### src/rtl/cache_control_pkg.sv
// Shared types for the LC-3b L1 cache controller and its tag store.
package cache_control_pkg;

    localparam int unsigned NUM_SETS = 8;
    localparam int unsigned TAG_W    = 9;

    typedef logic [15:0]  lc3b_word;
    typedef logic [127:0] lc3b_cacheline;
    typedef logic [1:0]   lc3b_mem_wmask;

    typedef logic [8:0]   lc3b_c_tag;
    typedef logic [2:0]   lc3b_c_index;
    typedef logic [2:0]   lc3b_c_offset;

    typedef enum logic [1:0] {
        IDLE      = 2'd0,
        WRITEBACK = 2'd1,
        FILL      = 2'd2
    } cache_state_t;

endpackage

### src/rtl/cache_tag_array.sv
// Tag/valid/dirty store for one way; valid and dirty clear asynchronously,
// tags carry no reset since they are meaningless while valid is low.
module cache_tag_array #(
    parameter int unsigned NUM_SETS = 8,
    parameter int unsigned TAG_W    = 9,
    localparam int unsigned IDX_W   = $clog2(NUM_SETS)
) (
    input  logic             clk,
    input  logic             rst_n,
    input  logic [IDX_W-1:0] index,
    input  logic             load,
    input  logic [TAG_W-1:0] tag_in,
    input  logic             set_dirty,
    input  logic             clr_dirty,
    output logic [TAG_W-1:0] tag_out,
    output logic             valid_out,
    output logic             dirty_out
);

    logic [NUM_SETS-1:0] valid;
    logic [NUM_SETS-1:0] dirty;
    logic [TAG_W-1:0]    tags [NUM_SETS];

    // Status bits: a line load makes the entry valid and clean.
    always_ff @(posedge clk or negedge rst_n) begin
        if (!rst_n) begin
            valid <= '0;
            dirty <= '0;
        end else if (load) begin
            valid[index] <= 1'b1;
            dirty[index] <= 1'b0;
        end else begin
            if (set_dirty) dirty[index] <= 1'b1;
            if (clr_dirty) dirty[index] <= 1'b0;
        end
    end

    // Tag storage, written only when a line is installed.
    always_ff @(posedge clk) begin
        if (load) tags[index] <= tag_in;
    end

    assign tag_out   = tags[index];
    assign valid_out = valid[index];
    assign dirty_out = dirty[index];

endmodule

### src/rtl/cache_control.sv
// Miss-handling FSM and LRU for the 2-way LC-3b L1 cache. Drives the
// data-array write enable / way select and the merge-stage pmem_read select.
module cache_control
    import cache_control_pkg::*;
#(
    parameter int unsigned NUM_SETS = 8,
    parameter int unsigned TAG_W    = 9
) (
    input  logic        clk,
    input  logic        rst_n,
    input  logic [15:0] mem_address,
    input  logic        mem_read,
    input  logic        mem_write,
    output logic        mem_resp,
    input  logic        pmem_resp,
    output logic        pmem_read,
    output logic        pmem_write,
    output logic [15:0] pmem_address,
    output logic        way_sel,
    output logic        data_we,
    output logic        hit
);

    localparam int unsigned IDX_W = $clog2(NUM_SETS);

    cache_state_t        state;
    logic                victim;
    logic [NUM_SETS-1:0] lru;

    logic [TAG_W-1:0] addr_tag;
    logic [IDX_W-1:0] idx;
    logic             req;
    logic [TAG_W-1:0] tag0, tag1, vic_tag;
    logic             valid0, valid1, dirty0, dirty1;
    logic             match0, match1, hit_way, miss_dirty;
    logic             load_line, wb_done;
    logic             unused_offset;

    assign addr_tag      = mem_address[15 -: TAG_W];
    assign idx           = mem_address[4 +: IDX_W];
    assign unused_offset = ^mem_address[3:0];
    assign req           = mem_read | mem_write;

    assign match0     = valid0 && (tag0 == addr_tag);
    assign match1     = valid1 && (tag1 == addr_tag);
    assign hit_way    = match1;
    assign vic_tag    = victim ? tag1 : tag0;
    assign miss_dirty = lru[idx] ? (valid1 & dirty1) : (valid0 & dirty0);
    assign load_line  = (state == FILL) & pmem_resp;
    assign wb_done    = (state == WRITEBACK) & pmem_resp;

    cache_tag_array #(.NUM_SETS(NUM_SETS), .TAG_W(TAG_W)) u_way0 (
        .clk       (clk),
        .rst_n     (rst_n),
        .index     (idx),
        .load      (load_line & ~victim),
        .tag_in    (addr_tag),
        .set_dirty (hit & mem_write & ~hit_way),
        .clr_dirty (wb_done & ~victim),
        .tag_out   (tag0),
        .valid_out (valid0),
        .dirty_out (dirty0)
    );

    cache_tag_array #(.NUM_SETS(NUM_SETS), .TAG_W(TAG_W)) u_way1 (
        .clk       (clk),
        .rst_n     (rst_n),
        .index     (idx),
        .load      (load_line & victim),
        .tag_in    (addr_tag),
        .set_dirty (hit & mem_write & hit_way),
        .clr_dirty (wb_done & victim),
        .tag_out   (tag1),
        .valid_out (valid1),
        .dirty_out (dirty1)
    );

    // Per-state output decode; hit and the zero-wait response exist only in IDLE.
    always_comb begin
        hit          = 1'b0;
        mem_resp     = 1'b0;
        data_we      = 1'b0;
        way_sel      = 1'b0;
        pmem_read    = 1'b0;
        pmem_write   = 1'b0;
        pmem_address = '0;
        case (state)
            IDLE: begin
                hit      = req & (match0 | match1);
                mem_resp = hit;
                data_we  = hit & mem_write;
                way_sel  = hit & hit_way;
            end
            WRITEBACK: begin
                pmem_write   = 1'b1;
                pmem_address = {vic_tag, idx, 4'h0};
                way_sel      = victim;
            end
            FILL: begin
                pmem_read    = 1'b1;
                pmem_address = {mem_address[15:4], 4'h0};
                way_sel      = victim;
                data_we      = pmem_resp;
            end
            default: ;
        endcase
    end

    // FSM, victim latch and LRU; the victim is frozen at miss detection.
    always_ff @(posedge clk or negedge rst_n) begin
        if (!rst_n) begin
            state  <= IDLE;
            victim <= 1'b0;
            lru    <= '0;
        end else begin
            case (state)
                IDLE: begin
                    if (hit) begin
                        lru[idx] <= ~hit_way;
                    end else if (req) begin
                        victim <= lru[idx];
                        state  <= miss_dirty ? WRITEBACK : FILL;
                    end
                end
                WRITEBACK: if (pmem_resp) state <= FILL;
                FILL:      if (pmem_resp) state <= IDLE;
                default:   state <= IDLE;
            endcase
        end
    end

endmodule

### config.mk
export PLATFORM = sky130hd
export DESIGN_NAME = cache_control
export DESIGN_NICKNAME = d
export VERILOG_FILES = /design/src/rtl/cache_control_pkg.sv /design/src/rtl/cache_tag_array.sv /design/src/rtl/cache_control.sv
export SDC_FILE = /design/constraint.sdc
export NUM_CORES = 1
export LEC_CHECK = 0
export CAP_MARGIN = 20
export CORE_ASPECT_RATIO = 1.4
export CORE_MARGIN = 2
export CORE_UTILIZATION = 39
export CTS_BUF_LIST = sky130_fd_sc_hd__clkbuf_8
export DETAILED_ROUTE_END_ITERATION = 10
export DONT_BUFFER_PORTS = 1
export GPL_TIMING_DRIVEN = 0
export HOLD_SLACK_MARGIN = 0.06
export PLACE_DENSITY = 0.67
export SYNTH_ARGS = -nofsm -noshare
export SYNTH_HDL_FRONTEND = slang
export SYNTH_SLANG_ARGS = --single-unit
### constraint.sdc
create_clock -name clk -period 2.94 [get_ports clk]
set_input_delay 0.441 -clock clk [delete_from_list [all_inputs] [get_ports clk]]
set_output_delay 0.441 -clock clk [all_outputs]
set_load 0.05 [all_outputs]
# --- Word level (Yosys, flattened, before mapping) ---
# Memories as Yosys holds them, arrays and structs flattened.
# Cells that the tools add are included.
totals:
  reg_bits: 43
  input_bits: 21
  word_cells: 94
  out_inout_bits: 22
  mem_count: 2
  ram_bits: 144
mem_list:
  columns: ["name", "words", "word_bits", "read_ports", "rd_ports_with_merged_regs", "write_ports", "line_no", "rtl"]
  rows:
  - ["u_way0.tags", 8, 9, 1, 0, 1, "cache_tag_array.sv:22", "logic [TAG_W-1:0] tags [NUM_SETS];"]
  - ["u_way1.tags", 8, 9, 1, 0, 1, "cache_tag_array.sv:22", null]
op_classes:
  mux: 39
  n_bitwise: 28
  n_eq_ne: 8
  reduce_logical: 8
  order_cmp: 2
ops:
  columns: ["op", "count"]
  rows:
  - ["$mux W8", 8]
  - ["$and A8 B8 Y8", 4]
  - ["$or A8 B8 Y8", 4]
  - ["$pmux W16 S2", 1]
  - ["$eq A9 B9 Y1", 2]
  - ["$bmux W1 S3", 5]
  - ["$and A1 B1 Y1", 14]
  - ["$mux W1", 14]
  - ["$mux W2", 5]
  - ["$mux W9", 1]
  - ["$bwmux W8", 1]
  - ["$ne A2 B2 Y1 const B", 4]
  - ["$not A8 Y8", 1]
  - ["$pmux W2 S3", 1]
  - ["$lt A3 B4 Y1 const B", 1]
  - ["$pmux W1 S2", 2]
  - ["$reduce_and A4 Y1", 1]
  - ["$demux W1 S3", 1]
  - ["$ge A3 B1 Y1 const B", 1]
  - ["$logic_and A1 B1 Y1", 3]
  - ["$not A1 Y1", 3]
  - ["$reduce_and A3 Y1", 1]
  - ["$eq A2 B1 Y1 const B", 1]
  - ["$eq A2 B2 Y1 const B", 1]
  - ["4 further kinds", 5]

# --- Longest topological paths before layout ---
# Gate-level depths: netlist (run 1).
logic_depth:
  ltp_word: 13
  ltp_mapped: 13
  ltp_nobuf: 8

# --- Hierarchy ---
# Synthesis (run 1) repeated with hierarchy kept, for this count alone.
hier_totals:
  hier_cells: 494
  area_unflattened_um2: 8456.9
modules_own_cells:
  columns: ["mod", "instances", "cells_per_inst", "area_per_inst_um2"]
  rows:
  - ["cache_tag_array (u_way1)", 1, 173, 3601.0]
  - ["cache_tag_array (u_way0)", 1, 173, 3599.7]
  - ["cache_control", 1, 148, 1256.2]

# --- Worst setup path after synthesis (run 1) ---
# OpenSTA, ideal clock, no wires.
synth_timing:
  path_type: "input port to output port"
  from: "input mem_address[4]"
  to: "output data_we"
  path_stages: 10
  arrival_time_ns: 3.182
  t_required_ns: 2.499
  slack_ns: -0.683
  path_cell_list: "buf_6 -> mux4_2 -> mux2i_2 -> xnor2_1 -> nor2_1 -> or4b_4 -> nor4_4 -> buf_6 -> or2b_2 -> a22o_1"
synth_between:
  elab_chain_len: 7
  word_cells_on_any_way: 14
  classes_between: "2 x eq/ne; 5 x mux; 3 x bitwise; 2 x reduce/logical; 2 x memory"
synth_lines:
  columns: ["element", "line_no", "rtl"]
  rows:
  - ["start: declaration", "cache_control.sv:11", "input logic [15:0] mem_address,"]
  - ["$mem_v2 Z8 W9 or $bmux W1 S3 (tied branches)", null, null]
  - ["$eq A9 B9 Y1 (tied with other cells)", "cache_control.sv:44", "assign match0 = valid0 && (tag0 == addr_tag);"]
  - ["$logic_and A1 B1 Y1, on equally long branches", "cache_control.sv:44, cache_control.sv:45", null]
  - ["$or A1 B1 Y1 *", "cache_control.sv:89", "hit = req & (match0 | match1);"]
  - ["$and A1 B1 Y1 *", "cache_control.sv:89", null]
  - ["$and A1 B1 Y1 *", "cache_control.sv:91", "data_we = hit & mem_write;"]
  - ["$pmux W1 S2 *", "cache_control.sv:87", "case (state)"]
  - ["end: declaration", "cache_control.sv:20", "output logic data_we,"]
# Every way passes the cells marked *; elsewhere a longest branch is shown, timed or not. The select of a mux whose other input is x is not followed.

# --- Final worst setup path (run 1) ---
layout_timing:
  from: "memory u_way0.tags[2][0]"
  to: "output data_we"
layout_between:
  elab_chain_len: 7
layout_lines:
  columns: ["element", "line_no"]
  rows:
  - ["start: declaration", "cache_tag_array.sv:22"]
  - ["$mem_v2 Z8 W9", null]
  - ["$eq A9 B9 Y1", "cache_control.sv:44"]
  - ["$logic_and A1 B1 Y1", "cache_control.sv:44"]
  - ["$or A1 B1 Y1", "cache_control.sv:89"]
  - ["$and A1 B1 Y1", "cache_control.sv:89"]
  - ["$and A1 B1 Y1", "cache_control.sv:91"]
  - ["$pmux W1 S2", "cache_control.sv:87"]
# No other way between the ends.

==> impl_metrics.json, run 1 <==
{
  "wirelength_um": 22000,
  "period_share_pct": 123,
  "relSlewSlack_pct": 25.8,
  "vias": 5348,
  "internal_power_w": 0.00401,
  "wl_met3_um": 1500,
  "ys_warn_count": 0,
  "wl_met1_um": 8030,
  "ant_nets": 0,
  "dieHeight_um": 177,
  "seqPwrFrac_pct": 52.8,
  "synth_fa_ha_area_share_pct": 0.599,
  "start_kind": "flip-flop",
  "endpoint_kind": "output pin",
  "synth_top_area_cell": "edfxtp_1",
  "synthTopCellsByArea": "edfxtp_1 (52%), dfrtp_1 (13%), mux4_2 (4.8%)",
  "port_buffers": 0,
  "required_ns": 2.50,
  "drtPass1Iterations": 6,
  "grt_max_degree": 44,
  "grt_pass1_wl_um": 32800,
  "cts_buffers": 17,
  "setup_violations": 4,
  "avgViaCountPerCell": 5.85,
  "antenna_found_initial": 0,
  "syn_area_mm2": 0.00836,
  "drive_above_1_share_pct": 25.4,
  "row_count": 63,
  "fin_skew_ns": 0.0211,
  "topRoutingLayerUsed": "met4",
  "cts_num_sinks": 187,
  "layout_setup_ws_ns": -0.682,
  "swShare_pct": 29.0,
  "synth_flop_cell": "edfxtp_1",
  "synthSimpleGateAreaFrac_pct": 9.25,
  "synth_edf_count": 144,
  "clock-root-buffer": "clkbuf_8",
  "grt_overflow": 0,
  "reg2reg_slack_ns": 0.09,
  "fmax_ghz": 0.276,
  "final_cell_mix": "edfxtp_1 (144), dfrtp_1 (43), nand2_1 (34)",
  "yosys.area.top_type_share_pct": 51.7,
  "p_leak_nw": 3.45,
  "area.growth.synth_to_final_pct": 16.1,
  "fin_crit_ns": 3.62,
  "route.detailed.drc": 0,
  "ys_seq_elements": 187,
  "yosysSeqAreaShare_pct": 64.6,
  "ir_drop_mv": 0.260,
  "combinationalPowerShare_pct": 19.5,
  "worst-path-max-fanout": 3,
  "nets": 666,
  "power.switching_w": 0.00164,
  "final_common_cell": "edfxtp_1",
  "p_per_area_mw_per_mm2": 582,
  "htree_levels": 4,
  "synth_xor_area_share_pct": 1.47,
  "synth-compound-area-share_pct": 8.91,
  "track_usage_pct": 20.1,
  "routedWlPerCell_um": 24.1,
  "syn_inst": 587,
  "synth_cell_types": 62,
  "ios": 43,
  "hpwl_um": 14800,
  "wl_met2_um": 11300,
  "violations": "negative setup slack",
  "avgSynthCellArea_um2": 14.2,
  "p_clk_share_pct": 27.6,
  "outcome": "finished with violations",
  "grt_pass1_vias": 5386,
  "cts_max_path_buffers": 2,
  "core_mm2": 0.0211,
  "finalNonFillerCells": 914,
  "dpl.cell_count": 859,
  "die_w_um": 128,
  "muxShareOfSynthArea_pct": 11.7,
  "async_reset_ff_share_pct": 23.0,
  "clk_pin_slew_ns": 0.10,
  "synth_top_family_by_area": "multiplexers",
  "drt_iter0_drc": 646,
  "drv_cap": 0,
  "slew_violations": 0,
  "nFillCells": 1807,
  "final_area_mm2": 0.00971,
  "timing_hold_violations_final": 0,
  "worst_pin_slew_ns": 1.11,
  "rsz0062_at_grt": "true",
  "hp-class": "in2reg",
  "antenna_cells": 0,
  "dieArea_mm2": 0.0226,
  "cts_tree": "done",
  "worstPathArrival_ns": 3.18,
  "place_area_mm2": 0.00888,
  "initial_core_util_pct": 39.6,
  "insertion_delay_ns": 0.48,
  "setup.worst_path.class": "reg2out",
  "place_congestion": 0.971
}
## sequential cells by signal, indices dropped and copies added (netlist names), named ones only
| register | flops |
|---|---|
| lru | 8 |
| state | 2 |
| u_way0.dirty | 1 |
| u_way0.tags | 72 |
| u_way0.valid | 8 |
| u_way1.dirty | 8 |
| u_way1.tags | 72 |
| u_way1.valid | 8 |
| victim | 1 |
## synthesized netlist by cell type, types with 3 or more instances
cell and number:
mux4_2 18, or3_1 5, buf_2 10, o21ai_0 19, xnor2_1 12, a21boi_0 5, mux2_2 12, nand3_1 6
edfxtp_1 144, o22a_1 8, a221oi_1 6, a21oi_1 32, mux2i_1 39, a22oi_1 15, nor2_1 36, and2_1 3
or2_2 18, nor2b_1 8, inv_1 15, and3b_1 4, nand4_1 3, ha_1 4, and3_1 6, dfrtp_1 43
clkbuf_1 11, nor3_1 5, o22ai_1 4, buf_6 7, buf_4 6, nand2_1 34, a22o_1 7
## worst max-delay path, stage by stage (launching register included)
cell and delay, ns:
edfxtp_1 0.37, mux2_4 0.27, a22o_1 0.25, a211oi_2 0.29, xnor2_1 0.12, or4_4 0.44
nor4_4 0.35, buf_6 0.15, or2b_4 0.22, a22o_4 0.24
## metal layers
layer / GRT usage (%) / vias to the layer above
met4: 12.0 / 0
met2: 34.8 / 259
met3: 4.87 / 70
met5: 0 / -
li1: - / 2329
met1: 22.2 / 2690
## what timing repair did
| item | in CTS | in global routing |
|---|---|---|
| pin swaps | 5 | 4 |
| hold buffers | 13 | 0 |
| endpoints found under the setup margin | 13 | 11 |
| endpoints found under the hold margin | 177 | 0 |
| setup buffers | 5 | 4 |
| gates resized for setup | 48 | 9 |
## power groups by stage
stage               Sequential (W)  Combinational [W]  Clock (W)
detailed placement         0.00304           0.000907          0
global placement           0.00303           0.000881          0
finish                     0.00298            0.00110    0.00156
floorplan                  0.00303           0.000719          0
global route               0.00299            0.00116    0.00169
CTS                        0.00298            0.00106    0.00159
## logic make-up after synthesis
kind of cell / Yosys count
XOR/XNOR: 14
adder cells (fa/ha/maj): 4
other: 1
flip-flops: 187
multiplexers: 73
AND/OR/NAND/NOR: 145
buffers and inverters: 52
AO/OA/AOI/OAI: 111
## final timing paths
path	start	end	depth (start not counted)
worst max-delay path	u_way0.tags[2][0]	data_we	9
worst max register to register	u_way1.tags[7][3]	lru[2]	9
worst min-delay path	mem_write	state[0]	2
min in group asynchronous	rst_n	async pin	2
max in group asynchronous	rst_n	u_way0.valid[5]	2
worst min register to register	u_way1.valid[4]	u_way1.valid[4]	1
## final cells by class
cell class                 count  area, µm²  share of cell area, %
timing repair buffer          32        313                   3.22
clock buffer                  18        248                   2.55
tap                          260        325                   3.35
sequential                   187       5400                   55.6
multi-input combinational    351       2950                   30.4
clock inverter                14        109                   1.12
inverter                      16       61.3                  0.632
buffer                        36        303                   3.12
## metrics by stage
| stage | power (W) | setup TNS [ns] | setup slack [ns] | util [%] | hold slack, ns |
|---|---|---|---|---|---|
| final | 0.00564 | -2.12 | -0.682 | 45.9 | 0.378 |
| after floorplan | 0.00374 | -0.864 | -0.332 | - | 0.145 |
| after global routing | 0.00584 | -2.78 | -0.869 | 45.9 | 0.382 |
| after global placement | 0.00391 | -49.36 | -0.905 | 41.6 | 0.148 |
| after CTS | 0.00564 | -2.34 | -0.742 | 45.6 | 0.365 |
| after detailed placement | 0.00395 | -32.14 | -0.907 | 42.0 | 0.148 |
Power figures use the tool's default switching activity.
==> run 2, diff against run 1 <==
==> constraint.sdc (replaced) <==
create_clock -name clk -period 2.94 [get_ports clk]
set_input_delay 0.882 -clock clk [delete_from_list [all_inputs] [get_ports clk]]
set_output_delay 0.882 -clock clk [all_outputs]
set_load 0.05 [all_outputs]
==> run 2 against run 1 <==
Compared with the run above:
- the run still ends with negative setup slack left
- non-clock buffer count increased by 27
- via count increased by 3.0%
- hold slack got worse by 0.29 ns
- first-iteration DRC count increased by 4.3%
- count of clock-buffer cells in the layout decreased by 1
- clock skew decreased by 0.0096 ns
- core utilization increased by 3.1 points
- clock power increased by 5%
- critical endpoint unchanged
- largest cell class unchanged
- highest routed layer unchanged
==> impl_metrics.json, run 2 (synthesis gave the netlist of run 1 again) <==
{
  "outcome": "finished with violations",
  "violations": "negative setup slack",
  "worst-path-max-fanout": 6,
  "hp-class": "in2async",
  "drv_cap": 0,
  "worst_pin_slew_ns": 1.04,
  "hpwl_um": 14300,
  "ant_nets": 0,
  "relSlewSlack_pct": 30.7,
  "area.growth.synth_to_final_pct": 24.1,
  "cts_max_path_buffers": 2,
  "track_usage_pct": 19.9,
  "regArea_mm2": 0.00540,
  "clk_pin_slew_ns": 0.10,
  "fin_skew_ns": 0.0115,
  "hold_buffers": 0,
  "core_mm2": 0.0211,
  "avgViaCountPerCell": 5.86,
  "wl_met2_um": 11200,
  "wl_met3_um": 1630,
  "cts_tree": "done",
  "p_per_area_mw_per_mm2": 562,
  "reg_top3": "u_way0.tags: 72 flops, u_way1.tags: 72 flops",
  "setup_violations": 40,
  "slowest_stage": "mux4_2",
  "fmax_ghz": 0.231,
  "critPathMostFrequentCell": "buf_12",
  "cp.depth": 12,
  "antenna_cells": 0,
  "layout_setup_ws_ns": -1.40,
  "endpoint_kind": "output pin",
  "drt_iter0_drc": 674,
  "routedWlPerCell_um": 23.6,
  "topRoutingLayerUsed": "met4",
  "reg2reg_from": "state[0]",
  "slew_violations": 0,
  "grt_pass1_wl_um": 33100,
  "timing_hold_violations_final": 0,
  "rsz0062_at_grt": "true",
  "dieHeight_um": 177,
  "r2r_cells": 8,
  "cts_buffers": 17,
  "die_w_um": 128,
  "final_cell_mix": "edfxtp_1 (144), dfrtp_1 (43), buf_4 (41)",
  "period_share_pct": 148,
  "port_buffers": 0,
  "grt_max_degree": 44,
  "p_leak_nw": 3.74,
  "setup.worst_path.class": "in2out",
  "timing.rr.end": "victim",
  "timing.critical_path.buf_inv": 4,
  "whs_ns": 0.0869,
  "ir_drop_mv": 0.394,
  "final_common_cell": "edfxtp_1",
  "drtPass1Iterations": 7,
  "finalNonFillerCells": 941,
  "insertion_delay_ns": 0.48,
  "clock-root-buffer": "clkbuf_8",
  "reg2reg_slack_ns": 0.02,
  "slowest_delay_ns": 0.32,
  "vias": 5511,
  "worstPathArrival_ns": 3.46,
  "ios": 43,
  "dpl.cell_count": 858,
  "drive_above_1_share_pct": 36.1,
  "grt_overflow": 0,
  "multi_input_area_mm2": 0.00317,
  "dieArea_mm2": 0.0226,
  "initial_core_util_pct": 39.6,
  "fin_crit_ns": 4.34,
  "nets": 693,
  "grt_pass1_vias": 5636,
  "path_cells": "buf_12, buf_12, buf_12, buf_12, mux4_2, mux2i_4, xnor2_2, nor4_2, nand4_1, or2_4, or2b_4, a22o_4",
  "antenna_found_initial": 0,
  "start_kind": "input port",
  "row_count": 63,
  "htree_levels": 4,
  "wirelength_um": 22200,
  "cts_num_sinks": 187,
  "route.detailed.drc": 0,
  "crit_family": "simple AND/OR/NAND/NOR gates",
  "required_ns": 2.06,
  "nFillCells": 1733,
  "place_congestion": 0.881,
  "wl_met1_um": 8410
}
-- run 2: cell count changes in the layout (fill, tap and decap cells not counted), sizes merged --
| cell | delta |
|---|---|
| dlygate4sd3 | -12 |
| clkbuf | -2 |
| clkinv | -6 |
| inv | +3 |
| clkinvlp | +4 |
| buf | +40 |
-- run 2: repair_timing --
action,in CTS,in global routing
endpoints found under the setup margin,70,43
pin swaps,28,16
gates cloned,4,1
setup buffers,41,14
resized for setup,88,39
-- run 2: worst register-to-register path: stages, from the launching register on --
cell and delay (ns):
dfrtp_1 0.45, inv_1 0.14, ha_1 0.30, o21ai_0 0.33, or4b_4 0.63, nor4_4 0.36
buf_4 0.21, nor3b_1 0.06, mux2_1 0.34
-- run 2: layout make-up --
cell class | instances | share of cell area [%]
Timing Repair Buffer | 62 | 6.47
Tap cell | 260 | 3.14
Clock buffer | 17 | 2.26
Clock inverter | 15 | 1.36
Buffer | 33 | 3.53
Multi-Input combinational cell | 351 | 30.5
Inverter | 16 | 0.627
Sequential cell | 187 | 52.1
-- run 2: worst max path at each step --
stage                   startpoint      end
floorplan           mem_address[4]  data_we
global placement    mem_address[5]  data_we
finish              mem_address[6]  data_we
CTS                 mem_address[4]  data_we
detailed placement  mem_address[4]  data_we
global route        mem_address[6]  data_we
-- run 2: metrics by stage --
stage | worst slack [ns] | TNS (ns) | utilization [%] | instance area [µm²] | power (W)
CTS | -1.39 | -12.07 | 48.0 | 10100 | 0.00579
finish | -1.40 | -13.23 | 49.1 | 10400 | 0.00583
global placement | -1.78 | -91.16 | 42.2 | 8910 | 0.00401
detailed placement | -1.81 | -69.13 | 42.5 | 8980 | 0.00404
global route | -1.47 | -15.47 | 49.1 | 10400 | 0.00603
floorplan | -1.21 | -10.90 | - | 8590 | 0.00383
-- run 2: where the power goes --
group	internal, W	total (W)	switching [W]
combinational	0.000492	0.00121	0.000720
clock	0.000685	0.00164	0.000951
sequential	0.00294	0.00298	0.0000442
-- run 2: per-layer routing --
layer | up-vias | track usage (%)
li1 | 2392 | -
met1 | 2793 | 23.4
met2 | 259 | 34.1
met3 | 67 | 4.50
met4 | 0 | 10.4
met5 | - | 0
==> run 3, diff against run 2 <==
--- a/config.mk
+++ b/config.mk
@@ -12,6 +12,7 @@
 export CTS_BUF_LIST = sky130_fd_sc_hd__clkbuf_8
 export DETAILED_ROUTE_END_ITERATION = 10
 export DONT_BUFFER_PORTS = 1
+export GPL_ROUTABILITY_DRIVEN = 0
 export GPL_TIMING_DRIVEN = 0
 export HOLD_SLACK_MARGIN = 0.06
 export PLACE_DENSITY = 0.67
==> constraint.sdc (replaced) <==
create_clock -name clk -period 2.94 [get_ports clk]
set_input_delay 0.588 -clock clk [delete_from_list [all_inputs] [get_ports clk]]
set_output_delay 0.588 -clock clk [all_outputs]
set_load 0.05 [all_outputs]
==> run 3 against run 2 <==
Compared with the run above:
- the flow still finishes with violations (negative setup slack)
- critical endpoint unchanged
- highest routed layer unchanged
- die area is the same
- sequential share of layout area grew 1.6 points
- count of clock-buffer cells in the layout is the same
- hold slack gained 0.11 ns
- worst setup slack gained 0.51 ns
- global-route usage shrank 0.31 points
- clock skew grew 0.0021 ns
- total power grew 0.42%
==> impl_metrics.json, run 3 (synthesis gave the netlist of run 1 again) <==
{
  "worst_pin_slew_ns": 1.10,
  "slew_violations": 0,
  "antenna_cells": 0,
  "layout_setup_ws_ns": -0.885,
  "antenna_found_initial": 0,
  "period_share_pct": 130,
  "grt_pass1_wl_um": 32600,
  "grt_overflow": 0,
  "timing_hold_violations_final": 0,
  "drv_cap": 0,
  "fmax_ghz": 0.261,
  "place_area_mm2": 0.00890,
  "initial_core_util_pct": 39.6,
  "ant_nets": 0,
  "p_per_area_mw_per_mm2": 582,
  "final_area_mm2": 0.0101,
  "fin_skew_ns": 0.0135,
  "vias": 5442,
  "start_kind": "input port",
  "worstPathArrival_ns": 3.24,
  "required_ns": 2.35,
  "row_count": 63,
  "insertion_delay_ns": 0.47,
  "drtPass1Iterations": 5,
  "whs_ns": 0.200,
  "relSlewSlack_pct": 26.6,
  "setup.worst_path.class": "in2out",
  "core_mm2": 0.0211,
  "reg2reg_slack_ns": 0.14,
  "p_leak_nw": 3.62,
  "clock-root-buffer": "clkbuf_8",
  "grt_max_degree": 44,
  "wirelength_um": 21800,
  "routedWlPerCell_um": 23.5,
  "port_buffers": 0,
  "endpoint_kind": "output pin",
  "dieHeight_um": 177,
  "worst-path-max-fanout": 8,
  "htree_levels": 4,
  "drt_iter0_drc": 590,
  "drive_above_1_share_pct": 31.4,
  "hp-class": "in2reg",
  "hpwl_um": 14600,
  "fin_crit_ns": 3.83,
  "cts_buffers": 17,
  "cts_tree": "done",
  "rsz0062_at_grt": "true",
  "violations": "negative setup slack",
  "reg_top3": "u_way0.tags: 72 flops, u_way1.tags: 72 flops",
  "final_cell_mix": "edfxtp_1 (144), dfrtp_1 (43), buf_4 (34), nor2_1 (34)",
  "route.detailed.drc": 0,
  "ios": 43,
  "avgViaCountPerCell": 5.86,
  "cts_max_path_buffers": 2,
  "cts_num_sinks": 187,
  "setup_violations": 8,
  "area.growth.synth_to_final_pct": 20.4,
  "die_w_um": 128,
  "ir_drop_mv": 0.309,
  "nets": 680,
  "final_common_cell": "edfxtp_1",
  "dieArea_mm2": 0.0226,
  "clk_pin_slew_ns": 0.11,
  "grt_pass1_vias": 5517,
  "outcome": "finished with violations",
  "track_usage_pct": 19.6
}
run 3: cell types whose count changed in the layout (fill, tap and decap cells not counted), moves of 3 or more:
cell,change
and3_4,-3
buf_16,-4
buf_2,+4
buf_4,-7
buf_6,-8
clkbuf_2,+3
inv_8,+3
nor2_1,+10
nor2_2,-8
o21ai_1,+4
xnor2_1,+3
xnor2_2,-3
run 3: stage by stage:
| stage | power [W] | instances | util [%] | setup TNS (ns) | setup WS, ns |
|---|---|---|---|---|---|
| after detailed placement | 0.00396 | 858 | 42.1 | -56.56 | -1.25 |
| after floorplan | 0.00376 | 590 | - | -2.04 | -0.626 |
| after CTS | 0.00583 | 916 | 46.6 | -3.39 | -0.885 |
| final | 0.00586 | 928 | 47.6 | -3.55 | -0.885 |
| after global placement | 0.00393 | 850 | 41.7 | -72.73 | -1.24 |
| after global routing | 0.00605 | 928 | 47.6 | -4.29 | -0.976 |
run 3: layout make-up:
class                   count  area (µm²)
clock buffers              17         234
plain buffers              32         305
multi-input cells         351        3030
well taps                 260         325
inverters                  16        65.1
clock inverters            15         171
flip-flops and latches    187        5400
fillers                  1770       11100
repair buffers             50         531
run 3: layer usage:
metal  share of wire, %  routed length (µm)  vias to the layer above  track usage [%]
li1                   -                   -                     2366                -
met1                 37                8050                     2756             22.3
met2                 51               11200                      255             34.6
met3                7.3                1600                       65             4.66
met4                4.6                 996                        0             9.39
met5                  0                   0                        -                0
run 3: worst paths after layout:
check                      cells after the start              start                end
max                                           14     mem_address[6]            data_we
min                                            0    mem_address[13]  u_way0.tags[4][6]
max reg2reg                                    9  u_way0.tags[6][0]             victim
min reg2reg                                    1    u_way1.valid[1]    u_way1.valid[1]
max in group asynchronous                      2              rst_n    u_way0.valid[3]
min in group asynchronous                      2              rst_n    u_way1.dirty[0]
run 3: power breakdown:
group / internal (W) / total (W) / switching [W]
Clock: 0.000720 / 0.00173 / 0.00101
Combinational: 0.000441 / 0.00115 / 0.000704
Sequential: 0.00294 / 0.00299 / 0.0000446
run 3: worst max-delay path, cell delays in order:
cell and delay (ns):
buf_8 0.10, buf_12 0.13, buf_12 0.13, buf_12 0.12, buf_12 0.14, mux4_2 0.28, nor2_1 0.21, nor3_1 0.15
nor4b_4 0.28, nand4_1 0.13, buf_4 0.18, or2_4 0.23, or2b_4 0.31, a22o_4 0.24
run 3: repair_timing:
action / 4_1_cts / 5_1_grt
setup endpoints to repair: 80 / 37
setup buffers: 25 / 11
pin swaps: 16 / 24
gates cloned: 2 / 0
hold buffers: 2 / 0
resized for setup: 63 / 34
endpoints found under the hold margin: 43 / 0
